File: src/rtl/adder_sum_accumulator.sv
// adder_sum_accumulator: sums a batch of SAMPLES 5-bit adder results {Overflow,Sum}
// into a saturating WIDTH-bit total, framed by a Start/Done/Ack handshake.
//   Clk      - clock, rising edge
//   Reset    - synchronous active-high reset, overrides all other inputs
//   Start    - begin a batch (IDLE only)
//   In_Valid - Sum/Overflow carry a new result (ACCUM only)
//   Sum      - adder sum bits
//   Overflow - adder carry-out
//   Ack      - consumer has read the result (DONE only)
//   Total    - saturating accumulated sum
//   Count    - results accepted in the current batch
//   Busy     - high in ACCUM
//   Done     - high in DONE
//   Sat      - sticky saturation flag for the current batch
module adder_sum_accumulator #(
    parameter int WIDTH   = 8,
    parameter int SAMPLES = 4
) (
    input  logic             Clk,
    input  logic             Reset,
    input  logic             Start,
    input  logic             In_Valid,
    input  logic [3:0]       Sum,
    input  logic             Overflow,
    input  logic             Ack,
    output logic [WIDTH-1:0] Total,
    output logic [3:0]       Count,
    output logic             Busy,
    output logic             Done,
    output logic             Sat
);
    typedef enum logic [1:0] {S_IDLE, S_ACCUM, S_DONE} state_t;
    state_t state, state_n;
    logic [WIDTH-1:0] total_n;
    logic [3:0] count_n;
    logic sat_n;
    logic [WIDTH:0] addend, sum_ext;
    assign addend  = {{(WIDTH-4){1'b0}}, Overflow, Sum};
    // One extra bit: addend <= 31 so the sum can exceed the max by at most one carry.
    assign sum_ext = {1'b0, Total} + addend;
    assign Busy = (state == S_ACCUM);
    assign Done = (state == S_DONE);
    always_comb begin
        state_n = state;
        total_n = Total;
        count_n = Count;
        sat_n   = Sat;
        case (state)
            S_IDLE: if (Start) begin
                total_n = '0;
                count_n = '0;
                sat_n   = 1'b0;
                state_n = S_ACCUM;
            end
            S_ACCUM: if (In_Valid) begin
                total_n = sum_ext[WIDTH] ? {WIDTH{1'b1}} : sum_ext[WIDTH-1:0];
                sat_n   = Sat | sum_ext[WIDTH];
                count_n = Count + 4'd1;
                state_n = (Count == 4'(SAMPLES - 1)) ? S_DONE : S_ACCUM;
            end
            S_DONE: if (Ack) state_n = S_IDLE;
            default: state_n = S_IDLE;
        endcase
    end
    always_ff @(posedge Clk) begin
        if (Reset) begin
            state <= S_IDLE;
            Total <= '0;
            Count <= '0;
            Sat   <= 1'b0;
        end else begin
            state <= state_n;
            Total <= total_n;
            Count <= count_n;
            Sat   <= sat_n;
        end
    end
endmodule
File: config.mk
export PLATFORM = sky130hd
export DESIGN_NAME = adder_sum_accumulator
export DESIGN_NICKNAME = d
export VERILOG_FILES = /design/src/rtl/adder_sum_accumulator.sv
export SDC_FILE = /design/constraint.sdc
export NUM_CORES = 1
export LEC_CHECK = 0
export CAP_MARGIN = 20
export CORE_ASPECT_RATIO = 1.25
export CORE_MARGIN = 1
export CORE_UTILIZATION = 39
export DETAILED_ROUTE_END_ITERATION = 10
export PLACE_DENSITY = 0.7
export SETUP_SLACK_MARGIN = 0.5
export SLEW_MARGIN = 40
export SYNTH_ARGS = -nofsm -noshare
export SYNTH_HDL_FRONTEND = slang
export SYNTH_SLANG_ARGS = --single-unit
File: constraint.sdc
create_clock -name Clk -period 1.9 [get_ports Clk]
set_input_delay 0.475 -clock Clk [delete_from_list [all_inputs] [get_ports Clk]]
set_output_delay 0.475 -clock Clk [all_outputs]
set_load 0.02 [all_outputs]
==> flow_summary.ini <==
[run_status]
outcome = finished, final reports clean

[power]
power.internal_mw = 0.496
clkPwrFrac = 0.264
swShare = 0.291
vdd_drop_max_mv = 0.494
power_density_nw_per_um2 = 491
p_sw_mw = 0.204
seq_power_share = 0.477
combPwrFrac = 0.259
p_leak_nw = 0.594

[synthesis]
synth_nets = 119
ys_ff_latch = 15
synthDistinctLibCells = 37
ys_seq_area_frac = 0.335
yosys.area_share.xor_xnor = 0.0587
synth_area_sq_um = 896
synthAdderAreaFrac = 0.106
synth-compound-area-share = 0.214
synth_top_family_by_area = compound AO/OA/AOI/OAI gates
synth_simple_gate_area_frac = 0.197
synth_warnings = 0
syn_area_per_cell_sq_um = 8.78
postSynthCellCount = 102
synth_mux_area_frac = 0.0363

[global_route]
grt_pass1_vias = 916
antenna_found_initial = 0
grt_pass1_wl_um = 3910
grt_overflow_total = 0
grt_usage = 0.209
grt_max_degree = 11

[place]
dp_slack_ps = -402
dpl.hpwl_um = 1710
gp_congestion = 0.828
io_buffers = 24

[cts]
cts_tree = done
hold_buffers = 0
cts_root_buf = clkbuf_4
clock_sinks = 15
htreeDepth = 1
path_clk_slew_ps = 90
cts-buffers-inserted = 3
clk_latency_ps = 280
clock_path_buffers = 2

[layout]
mostFrequentLayoutCell = buf_4
drive_above_1_share = 0.527
syn_to_final_growth_pct = 59.2
final.fill_count = 187
final_cell_mix = 21 x buf_4, 13 x buf_2, 10 x dfxtp_2
nets = 164
final_util = 0.652
diodes = 0

[floorplanning]
io_pins = 25
rows = 19
die_area_sq_um = 2490
start_util = 0.410
coreArea_sq_um = 2190
die_height_um = 55.6
die_w_um = 44.9

[routing]
ant_nets = 0
via_count = 915
drtPass1Iterations = 4
drc = 0
wl_um = 2370
dr.first_iter.drc_count = 15
routedWlPerCell_um = 13.4
viasPerCell = 5.17

[timing]
setup_slack_ps = 199
final_max_slew_viol_count = 0
max-slew-margin-rel = 0.681
rsz0062_at_grt = yes
tns_ps = 0
min_period_ps = 1700
hold_violations = 0
setup-violations-final = 0
timing.final.crit_share = 0.895
fin_skew_ps = 0.928
worst_hold_slack_ps = 493
tightest_slew_ps = 476
fmax_ghz = 0.588

[min_path]
hold_path_class = flop to flop

[worst_setup_path]
critPathArrivalTime_ps = 1890
startpoint_type = primary input
crit_path_end_kind = flop
path_max_fanout = 5
worstSetupPathType = primary input to flop
worst_ep_required_time_ps = 2090

[flow_run]
drv_cap = 0
## power by group through the flow
stage / clock, mW / combinational (mW) / sequential (mW)
after floorplan: 0 / 0.0843 / 0.347
after global placement: 0 / 0.157 / 0.339
after CTS: 0.184 / 0.175 / 0.334
final: 0.185 / 0.181 / 0.334
after detailed placement: 0 / 0.160 / 0.340
after global routing: 0.207 / 0.196 / 0.335
## routing by layer
layer  wire, um  GRT usage  vias up
met5          0          0        -
met1        950      0.231      422
li1           -          -      456
met2       1270      0.382       29
met3         93     0.0292        8
met4         60     0.0779        0
## stage by stage
stage	area (sq um)	total power [mW]	std cells
2_1_floorplan	923	0.431	102
3_3_place_gp	1260	0.496	165
3_5_place_dp	1260	0.500	165
4_1_cts	1420	0.693	177
5_1_grt	1430	0.738	177
6_report	1430	0.700	177
## cells in the mapped netlist
master     instances  area share
o21ai_0            1      0.0056
and2_1             1      0.0070
nor3_1             2       0.011
o2111ai_1          1      0.0098
nand3_1            5       0.028
or2_1              1      0.0070
a311oi_1           4       0.039
mux2i_1            1       0.011
a22oi_1            2       0.017
nor2_1            10       0.042
nand3b_1           2       0.017
nand2b_1           1      0.0070
fa_1               1       0.022
a31oi_1            2       0.014
o31ai_1            1      0.0084
o21bai_1           1      0.0084
and3b_1            1      0.0098
inv_1              3       0.013
nor3_2             1       0.011
a211oi_1           1      0.0084
buf_6              2       0.025
dfxtp_1           15        0.34
o211a_1            1       0.011
a21o_1             2       0.017
buf_1              1      0.0042
and2b_1            1      0.0084
nor3b_1            1      0.0084
ha_1               6       0.084
a21oi_1           11       0.061
xor2_1             2       0.020
nor2b_1            1      0.0070
nand2_1            8       0.034
o211ai_1           1      0.0084
mux2i_4            1       0.025
o21ai_1            1      0.0056
buf_2              2       0.011
xnor2_1            4       0.039
## final timing paths
check / startpoint / to / slack (ps) / depth (start not counted)
setup / recovery: Sum[3] / Total[4] / 200 / 7
hold / removal: Total[7] / Total[7] / 490 / 1
setup reg to reg: Total[0] / Total[4] / 230 / 6
hold reg to reg: Total[7] / Total[7] / 490 / 1
## area by class of cell
class | count | area, sq um | area share
inverter | 3 | 11.3 | 0.00789
multi-input combinational | 79 | 703 | 0.493
sequential | 15 | 317 | 0.222
tap | 31 | 38.8 | 0.0272
timing repair buffer | 45 | 330 | 0.232
clock buffer | 4 | 26.3 | 0.0184
## worst max-delay path, stage by stage
cell and delay [ps]:
dlygate4sd2_1 250, ha_4 280, o21ai_0 110, o21ai_2 260, buf_4 190, nand2_2 60, a311oi_2 260
## timing repair
item	4_1_cts	5_1_grt
gates cloned	0	0
pin swaps	14	4
setup buffers	8	0
resized for setup	96	15
endpoints found under the setup margin	30	21
## cells by family after synthesis
group | after synthesis
and+or+nand+nor | 35
AOI/OAI and AO/OA | 29
DFF | 15
buffers and inverters | 8
adders and majority gates | 7
xor gates and xnor gates | 6
muxes | 2
## sequential cells by signal, indices dropped and copies added, names as in the netlist
name and count:
Count 4, Sat 1, Total 8, state 2
(Power assumes the default switching activity.)
